===== config.mk =====
export PLATFORM = sky130hd
export DESIGN_NAME = ild1420_rx
export DESIGN_NICKNAME = d
export VERILOG_FILES = /design/src/rtl/ild1420_rx.sv
export SDC_FILE = /design/constraint.sdc
export NUM_CORES = 1
export LEC_CHECK = 0
export ABC_AREA = 0
export CAP_MARGIN = 25
export CORE_MARGIN = 10
export CORE_UTILIZATION = 55
export CTS_CLUSTER_DIAMETER = 120
export DETAILED_ROUTE_END_ITERATION = 8
export PLACE_DENSITY_LB_ADDON = 0.2
export SLEW_MARGIN = 20
export SYNTH_ARGS = -nofsm -noshare
export SYNTH_HDL_FRONTEND = slang
export SYNTH_SLANG_ARGS = --single-unit

===== constraint.sdc =====
create_clock -name clk -period 2 [get_ports clk]
set_input_delay 0.4 -clock clk [delete_from_list [all_inputs] [get_ports clk]]
set_output_delay 0.4 -clock clk [all_outputs]
set_load 0.03 [all_outputs]

===== src/rtl/ild1420_rx.sv =====
// ILD1420 serial receiver: UART byte framing followed by a 3-byte packet
// sequencer that rebuilds the 16-bit distance and 2-bit error code.
`timescale 1ns/1ps
module ild1420_rx #(
  parameter int CLKS_PER_BIT = 218,
  parameter int SYNC_STAGES  = 2
) (
  input  logic        clk,
  input  logic        rst_n,
  input  logic        din,
  output logic [15:0] distance,
  output logic [1:0]  error,
  output logic        valid,
  output logic        frame_err,
  output logic        seq_err,
  output logic        busy
);

  localparam int TW = $clog2(CLKS_PER_BIT);
  localparam logic [TW-1:0] T_FULL = TW'(CLKS_PER_BIT - 1);
  localparam logic [TW-1:0] T_HALF = TW'(CLKS_PER_BIT / 2 - 1);

  typedef enum logic [1:0] {S_IDLE, S_START, S_DATA, S_STOP} byte_st_t;
  typedef enum logic [1:0] {EXPECT_LO, EXPECT_MID, EXPECT_HI} phase_t;

  logic [SYNC_STAGES-1:0] sync_p0;
  logic                   ds;
  byte_st_t               state;
  logic [TW-1:0]          timer;
  logic [3:0]             bit_cnt;
  logic                   bit_tick;
  logic [7:0]             shift_p1;
  logic                   byte_vld_p1;
  logic                   frame_bad_p1;
  phase_t                 phase;
  logic [1:0]             tag;
  logic [5:0]             payload;
  logic [5:0]             lo_p2;
  logic [5:0]             mid_p2;
  logic                   lo_we;
  logic                   mid_we;

  // ---- stage p0: metastability chain, idles high ----
  always_ff @(posedge clk or negedge rst_n) begin
    if (!rst_n) sync_p0 <= '1;
    else        sync_p0 <= {sync_p0[SYNC_STAGES-2:0], din};
  end

  assign ds = sync_p0[SYNC_STAGES-1];

  // ---- stage p1: byte framing FSM ----
  always_ff @(posedge clk or negedge rst_n) begin
    if (!rst_n) begin
      state        <= S_IDLE;
      timer        <= '0;
      bit_cnt      <= '0;
      busy         <= 1'b0;
      byte_vld_p1  <= 1'b0;
      frame_bad_p1 <= 1'b0;
    end else begin
      byte_vld_p1  <= 1'b0;
      frame_bad_p1 <= 1'b0;
      case (state)
        S_IDLE: begin
          if (!ds) begin
            state <= S_START;
            timer <= '0;
            busy  <= 1'b1;
          end
        end
        S_START: begin
          if (timer == T_HALF) begin
            if (ds) begin
              // line went back high before mid start bit: treat as noise
              state <= S_IDLE;
              busy  <= 1'b0;
            end else begin
              state   <= S_DATA;
              timer   <= '0;
              bit_cnt <= '0;
            end
          end else begin
            timer <= timer + 1'b1;
          end
        end
        S_DATA: begin
          if (timer == T_FULL) begin
            timer   <= '0;
            bit_cnt <= bit_cnt + 4'd1;
            if (bit_cnt == 4'd7) state <= S_STOP;
          end else begin
            timer <= timer + 1'b1;
          end
        end
        S_STOP: begin
          if (timer == T_FULL) begin
            state <= S_IDLE;
            busy  <= 1'b0;
            if (ds) byte_vld_p1  <= 1'b1;
            else    frame_bad_p1 <= 1'b1;
          end else begin
            timer <= timer + 1'b1;
          end
        end
        default: begin
          state <= S_IDLE;
          busy  <= 1'b0;
        end
      endcase
    end
  end

  assign bit_tick = (state == S_DATA) && (timer == T_FULL);

  always_ff @(posedge clk) begin
    if (bit_tick) shift_p1 <= {ds, shift_p1[7:1]};
  end

  // ---- stage p2: packet sequencer ----
  assign tag     = shift_p1[7:6];
  assign payload = shift_p1[5:0];
  assign lo_we   = byte_vld_p1 && (tag == 2'b00);
  assign mid_we  = byte_vld_p1 && (tag == 2'b01) && (phase == EXPECT_MID);

  always_ff @(posedge clk) begin
    if (lo_we)  lo_p2  <= payload;
    if (mid_we) mid_p2 <= payload;
  end

  always_ff @(posedge clk or negedge rst_n) begin
    if (!rst_n) begin
      phase     <= EXPECT_LO;
      distance  <= '0;
      error     <= '0;
      valid     <= 1'b0;
      frame_err <= 1'b0;
      seq_err   <= 1'b0;
    end else begin
      valid     <= 1'b0;
      frame_err <= 1'b0;
      seq_err   <= 1'b0;
      if (frame_bad_p1) begin
        frame_err <= 1'b1;
        phase     <= EXPECT_LO;
      end else if (byte_vld_p1) begin
        if (tag == 2'b00) begin
          // a LO tag always restarts the packet, flagging any abandoned one
          phase   <= EXPECT_MID;
          seq_err <= (phase != EXPECT_LO);
        end else if ((tag == 2'b01) && (phase == EXPECT_MID)) begin
          phase <= EXPECT_HI;
        end else if ((tag == 2'b10) && (phase == EXPECT_HI)) begin
          distance <= {payload[3:0], mid_p2, lo_p2};
          error    <= payload[5:4];
          valid    <= 1'b1;
          phase    <= EXPECT_LO;
        end else begin
          seq_err <= 1'b1;
          phase   <= EXPECT_LO;
        end
      end
    end
  end

endmodule


==> metrics <==
dpl ws 178 ps; Fillers 309; Top Metal Used met4; sequential power share 0.492; IO Port Bufs 24; Post-Syn Area 2600 um^2; Gate power share 0.009; Overflow after GRT 0; Syn Area/Cell 14.3 um^2; CTS Hold Bufs 0; Tightest Pin Transition 602 ps; Cell Rows 24; DIE WIDTH 88.8 um; Critical R2R Capture shift_p1[4]; clock-pin slew on the worst setup and hold paths 70 ps; CP Data Required Time 2040 ps; number of global-route vias before repair 1669; Starting Density 0.582; number of cells produced by synthesis 182; number of CTS-inserted buffers 9; clock share of power 0.499; first-pass GRT wire length 7.89 mm; die area 7890 um^2; DR vias 1610; VDD IR max 767 uV; Tot GR Track Use 0.133; status complete, no violations; Post-synth EDFFs 20; HP Class input pin to asynchronous set/reset pin; P&R area growth vs syn 21.6%; per-cell routed wire length 17.1 um; Placed Instances 258; total wire length 4.69 mm; Slew Viols, Final 0; Setup CP Type register to register; initial antenna violation count 0; clock root cell clkbuf_8; Register Area 1650 um^2; worst reg2reg setup slack 160 ps; RR Startpoint timer[1]; period utilization 0.919; CP endpoint kind register; Setup Buffers After CTS 0; hpwl dp 3.35 mm; Critical Path Start timer[1]; Routed Antenna Nets 0; Top FF cell, synth dfrtp_1; final setup vio count 0; RePlAce Congestion 0.913; Pint 0.00218 W; Distinct cells, synth 49; unrepaired setup endpoints after global routing false; Ports 25; DRT iter0 DRCs 119; Max-slew headroom 0.597; worst-case clock buffer depth 2; H-tree depth 3; Synth Warn # 0; power density over cell area 841 nW/um^2; TritonCTS clock tree yes; met3 WL 356 um; setup ws final 162 ps; footprint of the multi-input gates 888 um^2; Post-synth ARST share 0.677; Yosys reg bits 62; switching share of power 0.183; crit path DAT 1880 ps; Design Area, Final 3170 um^2; R2R depth 5; Layout Cells excl Fill 274; sequential share of the synthesized area 0.635; Synthesized Nets 189; Final #Nets 224; largest net degree at the start of global routing 24; clock tree sinks 62; switching power 0.000488 W; Core ar. 4470 um^2; CP Max Fanout 7; met2 wire length 2.38 mm; final setup TNS 0 ps; Pre-antenna DRT Iters 4; Startpoint Class register; drt drc 0; Pleak 1.42 nW; final worst clock skew 8.52 ps; share of post-route cells with drive strength above 1 0.203; max cap viols 0; M1 WL 1.88 mm; chip height 88.8 um; Area after DPL 2930 um^2; Peak Freq 544 MHz; PostCTS Resize Cnt 0; vias per std cell 5.88; Clk Latency, worst-skew pair 330 ps; Hold Vio Cnt, Final 0; post-layout minimum cycle time 1840 ps; Pwr Total 0.00266 W; antenna cells 0
layout make-up:
type,count,area share
flip-flops and latches,62,0.522
repair buffers,29,0.0901
clock inverters,4,0.0300
multi-input cells,106,0.281
inverters,9,0.0107
well taps,52,0.0205
clock buffers,12,0.0458
cell families (layout without fill, tap and decap cells):
| kind of cell | count (synthesis) | count (layout) | synth area share |
|---|---|---|---|
| DFF | 62 | 62 | 0.635 |
| and+or+nand+nor | 48 | 48 | 0.131 |
| AOI/OAI and AO/OA | 31 | 31 | 0.0923 |
| muxes | 21 | 21 | 0.0923 |
| buffers and inverters | 14 | 54 | 0.0235 |
| adders and majority gates | 4 | 4 | 0.0192 |
| xor gates and xnor gates | 2 | 2 | 0.00673 |
layout by cell type, fill, tap and decap left out, types with 5 or more instances in the layout:
cell type,netlist,routed
clkbuf_8,0,10
dfrtp_1,40,40
mux2_1,9,9
nand2_1,7,7
edfxtp_1,20,20
nand3_1,5,5
inv_1,8,8
nor2_1,8,8
a21oi_1,7,7
mux2_2,11,11
clkdlybuf4s50_1,0,23
worst max-delay path: stages (launching register included):
cell and delay (ps):
dfrtp_1 420, inv_1 90, ha_1 150, nand3b_1 230, nor4_4 400, buf_4 240
cells in the mapped netlist, drive strengths merged, types with 2 or more instances:
| cell type | instances | area [um^2] |
|---|---|---|
| dfstp | 2 | 52.6 |
| xor2 | 2 | 17.5 |
| mux2 | 21 | 240 |
| o211ai | 2 | 15.0 |
| buf | 5 | 27.5 |
| a2111oi | 2 | 17.5 |
| edfxtp | 20 | 601 |
| a221o | 4 | 40.0 |
| a31o | 2 | 17.5 |
| dfrtp | 40 | 1000 |
| nor3 | 5 | 30.0 |
| o21ai | 2 | 13.8 |
| nor4 | 4 | 46.3 |
| nand3b | 2 | 15.0 |
| inv | 9 | 33.8 |
| nand3 | 5 | 25.0 |
| and4 | 3 | 26.3 |
| ha | 4 | 50.1 |
| a22o | 3 | 26.3 |
| nor2 | 9 | 36.3 |
| and2 | 3 | 20.0 |
| nand2b | 3 | 18.8 |
| a21oi | 7 | 35.0 |
| a211oi | 3 | 22.5 |
| nand2 | 7 | 26.3 |
sequential cells by signal, indices dropped and copies added, names as in the netlist, named ones only:
name,cells
valid,1
busy,1
lo_p2,6
sync_p0,2
mid_p2,6
shift_p1,8
error,2
state,1
bit_cnt,4
timer,8
byte_vld_p1,1
distance,16
seq_err,1
phase,2
frame_bad_p1,1
frame_err,1
through the flow:
stage                     hold slack [ps]   util
after floorplan                       104      -
after global placement                347  0.654
after detailed placement              348  0.654
after CTS                            16.5  0.708
after global routing                 20.8  0.708
final                                14.7  0.708
layer usage:
layer	vias to the layer above	track usage
li1	760	-
met1	791	0.148
met2	53	0.217
met3	6	0.0478
met4	0	0.0749
met5	-	0
power by group through the flow:
stage	sequential (W)	combinational, W	clock, W
after floorplan	0.00133	0.00000174	0
after global placement	0.00133	0.0000257	0
after detailed placement	0.00133	0.0000269	0
after CTS	0.00131	0.0000271	0.00136
after global routing	0.00131	0.0000289	0.00142
final	0.00131	0.0000253	0.00133
how the worst max path moves through the flow:
stage                  endpoint  depth (start not counted)
floorplan            bit_cnt[0]                          6
global placement    shift_p1[1]                          5
detailed placement  shift_p1[6]                          5
finish              shift_p1[4]                          5
CTS                        busy                          1
global route        shift_p1[4]                          5
Note: power is estimated with default switching activity, not from simulation.
